--- config.mk ---
export PLATFORM = sky130hd
export DESIGN_NAME = flash_sample_fetcher_flat
export DESIGN_NICKNAME = d
export VERILOG_FILES = /design/src/rtl/audio_pkg.sv /design/src/rtl/flash_sample_fetcher_if.sv /design/src/rtl/sample_fifo.sv /design/src/rtl/flash_sample_fetcher.sv /design/src/flat_wrapper.sv
export SDC_FILE = /design/constraint.sdc
export NUM_CORES = 1
export LEC_CHECK = 0
export CAP_MARGIN = 20
export CORE_MARGIN = 10
export CORE_UTILIZATION = 39
export CTS_CLUSTER_DIAMETER = 150
export DETAILED_ROUTE_END_ITERATION = 10
export GPL_TIMING_DRIVEN = 0
export SLEW_MARGIN = 20
export SYNTH_ARGS = -nofsm -noshare
export SYNTH_HDL_FRONTEND = slang
export SYNTH_SLANG_ARGS = --single-unit
--- constraint.sdc ---
create_clock -name CLOCK_50 -period 3.75 [get_ports CLOCK_50]
set_clock_uncertainty 0.05 [all_clocks]
set_input_delay 0.75 -clock CLOCK_50 [delete_from_list [all_inputs] [get_ports CLOCK_50]]
set_output_delay 0.75 -clock CLOCK_50 [all_outputs]
set_load 0.02 [all_outputs]
--- src/rtl/audio_pkg.sv ---
// rtl/audio_pkg.sv - shared fetch FSM type, flash constants and sample scaling
package audio_pkg;

  typedef enum logic [2:0] {
    IDLE,
    ISSUE,
    WAIT_DATA,
    PUSH_LO,
    PUSH_HI
  } fetch_state_t;

  localparam int         FLASH_ADDR_W = 23;
  localparam logic [3:0] FLASH_BE_ALL = 4'b1111;

  // Signed divide by 2^shift rounding toward zero: negative values are biased
  // up by (2^shift - 1) before the arithmetic shift so -1 becomes 0, not -1.
  function automatic logic signed [15:0] scale_sample(logic signed [15:0] x, int shift);
    int v;
    v = int'(x);
    if (v < 0) begin
      v = v + ((1 << shift) - 1);
    end
    return 16'(v >>> shift);
  endfunction

endpackage

--- src/rtl/flash_sample_fetcher_if.sv ---
// rtl/flash_sample_fetcher_if.sv - flash read bus plus sample stream bundle
interface flash_sample_fetcher_if;
  import audio_pkg::*;

  logic                    flash_mem_read;
  logic [FLASH_ADDR_W-1:0] flash_mem_address;
  logic [3:0]              flash_mem_byteenable;
  logic                    flash_mem_waitrequest;
  logic [31:0]             flash_mem_readdata;
  logic                    flash_mem_readdatavalid;

  logic [15:0]             sample_data;
  logic                    sample_valid;
  logic                    sample_ready;

  // Fetcher side: drives the flash request and produces samples.
  modport master (
    output flash_mem_read,
    output flash_mem_address,
    output flash_mem_byteenable,
    input  flash_mem_waitrequest,
    input  flash_mem_readdata,
    input  flash_mem_readdatavalid,
    output sample_data,
    output sample_valid,
    input  sample_ready
  );

  // Flash slave and sample consumer side.
  modport slave (
    input  flash_mem_read,
    input  flash_mem_address,
    input  flash_mem_byteenable,
    output flash_mem_waitrequest,
    output flash_mem_readdata,
    output flash_mem_readdatavalid,
    input  sample_data,
    input  sample_valid,
    output sample_ready
  );

endinterface

--- src/rtl/sample_fifo.sv ---
// rtl/sample_fifo.sv - synchronous first-word-fall-through FIFO with occupancy count
module sample_fifo #(
  parameter int DEPTH = 8,
  parameter int WIDTH = 16
) (
  input  logic                     CLOCK_50,
  input  logic                     rst_n,
  input  logic                     push,
  input  logic [WIDTH-1:0]         push_data,
  input  logic                     pop,
  output logic [WIDTH-1:0]         head_data,
  output logic                     head_valid,
  output logic [$clog2(DEPTH):0]   count
);

  localparam int AW    = $clog2(DEPTH);
  localparam int CNT_W = AW + 1;

  logic [WIDTH-1:0] mem [DEPTH];
  logic [AW-1:0]    wr_ptr;
  logic [AW-1:0]    rd_ptr;
  logic             do_push;
  logic             do_pop;

  // Pushes into a full FIFO and pops from an empty one are dropped.
  assign do_push = push && (count != CNT_W'(DEPTH));
  assign do_pop  = pop && (count != '0);

  // Head is forced to zero while empty so the output is defined after reset.
  assign head_valid = (count != '0);
  assign head_data  = head_valid ? mem[rd_ptr] : '0;

  // Pointer and occupancy bookkeeping; simultaneous push and pop cancel out.
  always_ff @(posedge CLOCK_50) begin
    if (!rst_n) begin
      wr_ptr <= '0;
      rd_ptr <= '0;
      count  <= '0;
    end else begin
      if (do_push) begin
        wr_ptr <= wr_ptr + 1'b1;
      end
      if (do_pop) begin
        rd_ptr <= rd_ptr + 1'b1;
      end
      count <= count + CNT_W'(do_push) - CNT_W'(do_pop);
    end
  end

  // Storage array; contents are don't-care until written, so no reset.
  always_ff @(posedge CLOCK_50) begin
    if (do_push) begin
      mem[wr_ptr] <= push_data;
    end
  end

endmodule

--- src/rtl/flash_sample_fetcher.sv ---
// rtl/flash_sample_fetcher.sv - flash read master feeding scaled samples to a FIFO
module flash_sample_fetcher
  import audio_pkg::*;
#(
  parameter int NUM_WORDS  = 1048576,
  parameter int FIFO_DEPTH = 8,
  parameter int SHIFT      = 6
) (
  input  logic                   CLOCK_50,
  input  logic                   rst_n,
  input  logic                   enable,
  output logic                   done,
  flash_sample_fetcher_if.master bus
);

  localparam int                      CNT_W     = $clog2(FIFO_DEPTH) + 1;
  localparam logic [FLASH_ADDR_W-1:0] LAST_ADDR = FLASH_ADDR_W'(NUM_WORDS - 1);

  fetch_state_t            state_q;
  fetch_state_t            state_d;
  logic [31:0]             word_q;
  logic [FLASH_ADDR_W-1:0] addr_q;
  logic                    read_req;
  logic                    push;
  logic [15:0]             push_data;
  logic [CNT_W-1:0]        fifo_count;
  logic                    has_room;

  // Both halves of a word must fit before a read is issued, so pushes never stall.
  assign has_room = (CNT_W'(FIFO_DEPTH) - fifo_count) >= CNT_W'(2);

  assign bus.flash_mem_read       = read_req;
  assign bus.flash_mem_address    = addr_q;
  assign bus.flash_mem_byteenable = FLASH_BE_ALL;

  // Fetch state register.
  always_ff @(posedge CLOCK_50) begin
    if (!rst_n) begin
      state_q <= IDLE;
    end else begin
      state_q <= state_d;
    end
  end

  // Next-state and per-state outputs; once issued a read always runs to completion.
  always_comb begin
    state_d   = state_q;
    read_req  = 1'b0;
    push      = 1'b0;
    push_data = '0;
    case (state_q)
      IDLE: begin
        if (enable && has_room) begin
          state_d = ISSUE;
        end
      end
      ISSUE: begin
        read_req = 1'b1;
        if (!bus.flash_mem_waitrequest) begin
          state_d = WAIT_DATA;
        end
      end
      WAIT_DATA: begin
        if (bus.flash_mem_readdatavalid) begin
          state_d = PUSH_LO;
        end
      end
      PUSH_LO: begin
        push      = 1'b1;
        push_data = scale_sample($signed(word_q[15:0]), SHIFT);
        state_d   = PUSH_HI;
      end
      PUSH_HI: begin
        push      = 1'b1;
        push_data = scale_sample($signed(word_q[31:16]), SHIFT);
        state_d   = IDLE;
      end
      default: begin
        state_d = IDLE;
      end
    endcase
  end

  // Capture returned data, step the word address and flag the first wrap.
  always_ff @(posedge CLOCK_50) begin
    if (!rst_n) begin
      word_q <= '0;
      addr_q <= '0;
      done   <= 1'b0;
    end else begin
      if (state_q == WAIT_DATA && bus.flash_mem_readdatavalid) begin
        word_q <= bus.flash_mem_readdata;
      end
      if (state_q == PUSH_HI) begin
        if (addr_q == LAST_ADDR) begin
          addr_q <= '0;
          done   <= 1'b1;
        end else begin
          addr_q <= addr_q + 1'b1;
        end
      end
    end
  end

  sample_fifo #(
    .DEPTH (FIFO_DEPTH),
    .WIDTH (16)
  ) u_fifo (
    .CLOCK_50   (CLOCK_50),
    .rst_n      (rst_n),
    .push       (push),
    .push_data  (push_data),
    .pop        (bus.sample_ready),
    .head_data  (bus.sample_data),
    .head_valid (bus.sample_valid),
    .count      (fifo_count)
  );

endmodule

--- src/flat_wrapper.sv ---
// flat-port wrapper written by rule: the top's interface ports become plain ports
module flash_sample_fetcher_flat import audio_pkg::*;
#(
  parameter int NUM_WORDS  = 1048576,
  parameter int FIFO_DEPTH = 8,
  parameter int SHIFT      = 6
)
  (CLOCK_50, rst_n, enable, done, bus_flash_mem_read, bus_flash_mem_address, bus_flash_mem_byteenable, bus_flash_mem_waitrequest, bus_flash_mem_readdata, bus_flash_mem_readdatavalid, bus_sample_data, bus_sample_valid, bus_sample_ready);
  flash_sample_fetcher_if bus_i ();
  input  logic CLOCK_50;
  input  logic rst_n;
  input  logic enable;
  output logic done;
  output wire logic [$bits(bus_i.flash_mem_read)-1:0] bus_flash_mem_read;
  output wire logic [$bits(bus_i.flash_mem_address)-1:0] bus_flash_mem_address;
  output wire logic [$bits(bus_i.flash_mem_byteenable)-1:0] bus_flash_mem_byteenable;
  input wire logic [$bits(bus_i.flash_mem_waitrequest)-1:0] bus_flash_mem_waitrequest;
  input wire logic [$bits(bus_i.flash_mem_readdata)-1:0] bus_flash_mem_readdata;
  input wire logic [$bits(bus_i.flash_mem_readdatavalid)-1:0] bus_flash_mem_readdatavalid;
  output wire logic [$bits(bus_i.sample_data)-1:0] bus_sample_data;
  output wire logic [$bits(bus_i.sample_valid)-1:0] bus_sample_valid;
  input wire logic [$bits(bus_i.sample_ready)-1:0] bus_sample_ready;
  assign bus_flash_mem_read = bus_i.flash_mem_read;
  assign bus_flash_mem_address = bus_i.flash_mem_address;
  assign bus_flash_mem_byteenable = bus_i.flash_mem_byteenable;
  assign bus_i.flash_mem_waitrequest = bus_flash_mem_waitrequest;
  assign bus_i.flash_mem_readdata = bus_flash_mem_readdata;
  assign bus_i.flash_mem_readdatavalid = bus_flash_mem_readdatavalid;
  assign bus_sample_data = bus_i.sample_data;
  assign bus_sample_valid = bus_i.sample_valid;
  assign bus_i.sample_ready = bus_sample_ready;
  flash_sample_fetcher #(.NUM_WORDS(NUM_WORDS), .FIFO_DEPTH(FIFO_DEPTH), .SHIFT(SHIFT)) u_core (.CLOCK_50(CLOCK_50), .rst_n(rst_n), .enable(enable), .done(done), .bus(bus_i));
endmodule
# Word-level counts from Yosys, hierarchy flattened
# Memory sizes are Yosys's and may differ from the RTL's. A register that Yosys moved wholly into a read port is not among the register bits.
# Cells that the tools add are included.
[totals]
register_bits = 69
mem_bits_rw = 128
output_inout_bits = 46
wordCells = 52
mem_count = 1
[mem_list]
columns = ["memory", "depth", "word_bits", "read_ports", "rd_ports_with_merged_regs", "wr", "line", "rtl"]
rows = [
  ["u_core.u_fifo.mem", 8, 16, 1, 1, 1, "sample_fifo.sv:19", "logic [WIDTH-1:0] mem [DEPTH];"],
]
[op_classes]
n_addsub = 8
n_lt_le_gt_ge = 3
eq_ne = 9
mux = 15
reduce_logical = 9
[op_table]
columns = ["cell", "n"]
rows = [
  ["$mux 22", 2],
  ["$add 16x7->17 const B", 2],
  ["$lt 16x1->1 const B", 2],
  ["$pmux 16 s2", 1],
  ["$add 23x1->23 const B", 1],
  ["$eq 23x20->1 const B", 1],
  ["$mux 23", 1],
  ["$mux 16", 1],
  ["$mux 3", 5],
  ["$pmux 3 s4", 1],
  ["$add 3x1->3 const B", 2],
  ["$eq 3x2->1 const B", 2],
  ["$add 4x1->4", 1],
  ["$ge 4x2->1 const B", 1],
  ["$logic_and 1x1->1", 4],
  ["$mux 1", 4],
  ["$ne 2x2->1 const B", 2],
  ["$ne 4x4->1 const B", 1],
  ["$reduce_bool 4->1", 1],
  ["$sub 4x1->4", 1],
  ["$sub 4x4->4 const A", 1],
  ["$eq 3x1->1 const B", 1],
  ["$eq 3x3->1 const B", 1],
  ["$logic_not 3->1", 1],
  ["4 further kinds", 4],
]

# Longest topological paths before layout
[depth]
depth_word = 6
mapped_depth = 14
mapped_depth_nobuf = 14

# Modules after synthesis
# From an unflattened synthesis, not the netlist that was laid out.
[hier_totals]
cells_unflattened = 627
hier_area_um2 = 8296.7
[by_module_without_submodules]
columns = ["module", "instances", "cells_per_inst", "area_per_inst_um2", "seq_area_each_um2"]
rows = [
  ["sample_fifo", 1, 267, 5489.0, 4103.9],
  ["flash_sample_fetcher", 1, 360, 2807.7, 1181.1],
]

# Worst setup path before layout
# Ideal clock, no wire load.
[synth_path]
path_type = "reg-to-reg"
startpoint = "register u_core.state_q[1]"
endpoint = "memory u_core.u_fifo.mem[0][0], enable pin"
arrival_ns = 2.636
required_ns = 3.292
slack_ns = 0.656
stages_incl_launch_ff = 7
period_less_slack_ns = 3.094
path_cell_list = "dfxtp_1 -> buf_2 -> or3b_1 -> buf_2 -> a21boi_0 -> inv_1 -> nor4_1"
[synth_via]
elab_chain_cells = 6
elab_cells_between_ends = 7
cone_classes = "2 x eq/ne; 3 x mux; 2 x reduce/logical"
[synth_lines]
columns = ["item", "line", "rtl"]
rows = [
  ["from (decl)", "flash_sample_fetcher.sv:19", "fetch_state_t state_q;"],
  ["from (signal assigned)", "flash_sample_fetcher.sv:41", "state_q <= state_d;"],
  ["$eq 3x2->1 / $eq 3x3->1 (equally long branches)", "flash_sample_fetcher.sv:51", "case (state_q)"],
  ["$reduce_or 2->1 (no line) (*)", "n/a", ""],
  ["$mux 1 (*)", "flash_sample_fetcher.sv:51", ""],
  ["$logic_and 1x1->1 (*)", "sample_fifo.sv:26", "assign do_push = push && (count != CNT_W'(DEPTH));"],
  ["$mux 1 (*)", "sample_fifo.sv:52", "if (do_push) begin"],
  ["$mux 1 (implied by the code) (*)", "sample_fifo.sv:53", "mem[wr_ptr] <= push_data;"],
  ["to (decl)", "sample_fifo.sv:19", ""],
]
# Every way passes the cells marked *; elsewhere a longest branch is shown, timed or not.

==> flow_summary.toml <==
[timing]
maxSlewViolCount = 0
unrepaired_setup_endpoints_after_global_routing = "false"
final.min_clock_period_ns = 3.58
layout_worst_path_cycle_share_pct = 95.4
setup_slack_ns = 0.172
worst-slew-pin-transition_ns = 1.01
minimum_hold_slack_ns = 0.408
setup_viol = 0
timing.final.hold_violations = 0
fmaxAchievable_mhz = 279
timing.max_slew.rel_slack_pct = 32.3

[global_routing]
number_of_antenna_violations_at_the_first_check_in_global_routing = 0
grt_overflow = 0
grt_max_degree = 17
vias_in_the_first_global_route = 4936
groute.usage.overall_pct = 13.3
first_pass_grt_wire_length_um = 25100

[layout]
area.growth.synth_to_final_pct = 26.1
post-route-cell-area_um2 = 8680
total_of_fill_cells_in_the_finished_design = 1534
layout.cells.most_common = "sky130_fd_sc_hd__nand2_1"
final_layout_net_count = 746
drive_above_1_share_pct = 13.0
antennaDiodeCount = 0
layout_common_cells = "94 x sky130_fd_sc_hd__nand2_1, 88 x sky130_fd_sc_hd__edfxtp_1, 79 x sky130_fd_sc_hd__clkdlybuf4s50_1"

[clock_tree]
cts_inserted_buffers = 17
tritoncts = "built"
clock_insertion_delay_worst_skew_ns = 0.43
cts-root-to-sink-buffers = 2
cts_hold_buffers = 0
cts_htree_levels = 4
cts_num_sinks = 160
root_buffer = "sky130_fd_sc_hd__clkbuf_16"
clk_pin_slew_worst_paths_ns = 0.07

[placed_design]
gp_congestion = 0.828
port_buffers = 79
dpl_cell_area_um2 = 8050
dpl_worst_slack_ns = 0.459
place.detailed.hpwl_um = 11300

[logic_synthesis]
synth-compound-area-share_pct = 4.55
yosysWarnings = 0
mappedNetlistArea_um2 = 6880
synth_sequential_area_ratio_pct = 59.3
synth_edf_count = 88
syn-instance-count = 589
netlist.area_leader.share_pct = 38.4
synth.ff_latch_count = 160
yosys-mux-area-fraction_pct = 8.95
synth_xor_xnor_area_share_pct = 5.60
synth.top_cells.by_area = "sky130_fd_sc_hd__edfxtp_1 38%, sky130_fd_sc_hd__dfxtp_1 21%, sky130_fd_sc_hd__mux4_2 7.2%"
synth_top_family_by_area = "simple AND/OR/NAND/NOR gates"
synthArstFlopShare_pct = 0
yosys.cell_types.count = 39
ys_dominant_reg_cell = "sky130_fd_sc_hd__edfxtp_1"
post_synth_fa_ha_maj_area_fraction_pct = 2.47
post-synth-top-area-cell = "sky130_fd_sc_hd__edfxtp_1"
synth_simple_gate_area_share_pct = 15.6
postSynthAreaPerCell_um2 = 11.7

[detailed_routing]
drt-initial-drc-count = 231
ant_nets = 0
drt-wirelength-per-cell_um = 16.4
drt_met1_wl_um = 6640
drt-pass1-iter-count = 4
detailroute.wirelength.met3_um = 893
via_count = 4675
met2RoutedLength_um = 7550
top_layer = "met4"
final_wl_um = 15300
routed_via_density = 5.01
remaining_drc_errors = 0

[worst_hold_path]
hold_depth = 2
hold_path.class = "register to register"
hold_start = "u_core.word_q[16]"
hold-path-endpoint = "u_core.word_q[16]"

[power]
switching_share_pct = 28.8
clock_power_share_pct = 37.1
power-per-cell-area_nw_per_um2 = 565
power.combinational.fraction_pct = 22.7
leakagePower_nw = 2.78
p_int_mw = 3.49
net-switching-power_mw = 1.41
pwr-share-seq_pct = 40.1
ir_drop_mv = 0.317

[run_status]
status = "finished, final reports clean"

[critical_path]
worstReg2RegEnd = "u_core.u_fifo.count[2]"
required_time_of_the_worst_setup_path_ns = 2.95
internal_reg_to_reg_setup_slack_ns = 0.60
critical_path_peak_fanout = 10
timing.rr.start = "u_core.state_q[2]"
timing.critical_path.arrival_ns = 2.78
worstSetupPathType = "register to output pin"
setup.worst_path.start_class = "register"
worst-r2r-cell-count = 11
timing.critical_path.to_type = "output pin"

[run]
max-cap-violations = 0

[floorplan]
floorplan.rows = 48
coreArea_um2 = 17300
die_footprint_um2 = 23400
design.portCount = 84
chipWidth_um = 153
initial_core_util_pct = 39.8
fp.dieH_um = 153
==> worst max-delay path by stage <==
stage	startpoint	endpoint	slack [ns]	cells after the start
final	register	bus_sample_data[13]	0.17	6
after global routing	register	bus_sample_data[15]	0.01	6
after CTS	u_core.u_fifo.count[1]	bus_sample_data[12]	0.003	7
after detailed placement	register	bus_sample_data[12]	0.46	6
after global placement	u_core.state_q[1]	u_core.u_fifo.mem[0][6]	-0.40	6
after floorplan	u_core.state_q[1]	u_core.u_fifo.mem[0][0]	0.66	6
==> critical path, stage by stage, from the launching register on <==
cell	delay, ns
sky130_fd_sc_hd__dfxtp_1	0.41
sky130_fd_sc_hd__clkbuf_1	0.54
sky130_fd_sc_hd__mux4_2	0.40
sky130_fd_sc_hd__mux2i_1	0.24
sky130_fd_sc_hd__nor2_4	0.08
sky130_fd_sc_hd__buf_4	0.16
sky130_fd_sc_hd__clkdlybuf4s50_1	0.53
==> cell usage after synthesis (all sizes together) (3+ instances only) <==
cell	number
inv	16
nand2b	4
nor4	4
mux4	22
nor2	55
buf	15
a21oi	44
nor3	14
and2	8
o22ai	9
nand3	21
nand4	8
and4	4
and3	10
mux2i	12
nand2	94
dfxtp	72
clkbuf	19
xnor2	18
xor2	26
or3	3
edfxtp	88
ha	12
==> power groups by stage <==
| stage | sequential (mW) | combinational, mW | clock, mW |
|---|---|---|---|
| global route | 1.98 | 1.24 | 1.93 |
| CTS | 1.97 | 1.13 | 1.86 |
| detailed placement | 2.01 | 1.13 | 0 |
| floorplan | 1.99 | 0.710 | 0 |
| global placement | 2.00 | 1.09 | 0 |
| finish | 1.97 | 1.12 | 1.82 |
==> area by class of cell <==
class | count | area [um2] | area share (%)
Tap cell | 225 | 282 | 3.24
Multi-Input combinational cell | 382 | 2620 | 30.1
Inverter | 16 | 60.1 | 0.692
Sequential cell | 160 | 4080 | 47.1
Timing Repair Buffer | 84 | 837 | 9.64
Buffer | 34 | 181 | 2.09
Clock inverter | 15 | 195 | 2.25
Clock buffer | 17 | 425 | 4.90
==> routing by layer <==
layer	vias to the layer above	track usage (%)
met3	21	4.46
met5	-	0
li1	2290	-
met2	109	22.2
met1	2255	15.6
met4	0	4.63
==> per-stage QoR <==
stage,utilization (%),std cells,power [mW],setup TNS [ns]
after floorplan,-,592,2.70,0
after global placement,46.1,896,3.09,-4.37
after detailed placement,46.5,901,3.13,0
after CTS,50.1,933,4.96,0
after global routing,50.2,933,5.15,0
final,50.2,933,4.91,0
==> registers in the layout (all words and copies together), names as in the netlist, named ones only <==
name / count
u_core.u_fifo.mem: 88
u_core.u_fifo.rd_ptr: 3
u_core.u_fifo.wr_ptr: 3
u_core.state_q: 3
u_core.u_fifo.count: 4
u_core.done: 1
u_core.word_q: 32
u_core.bus.flash_mem_address: 23
==> kinds of logic (layout without fill, tap and decap cells) <==
| group | Yosys count | count (layout) |
|---|---|---|
| adder cells (fa/ha/maj) | 13 | 13 |
| AO/OA/AOI/OAI | 58 | 58 |
| other | 1 | 4 |
| buffers and inverters | 50 | 166 |
| XOR/XNOR | 44 | 44 |
| flip-flops | 160 | 160 |
| AND/OR/NAND/NOR | 229 | 229 |
| multiplexers | 34 | 34 |
==> repair_timing <==
| action | in CTS | in global routing |
|---|---|---|
| endpoints found under the setup margin | 5 | 6 |
| gates cloned | 0 | 0 |
| buffers inserted | 0 | 0 |
| resized for setup | 1 | 4 |
No activity file was read; power rests on OpenSTA's default activity.
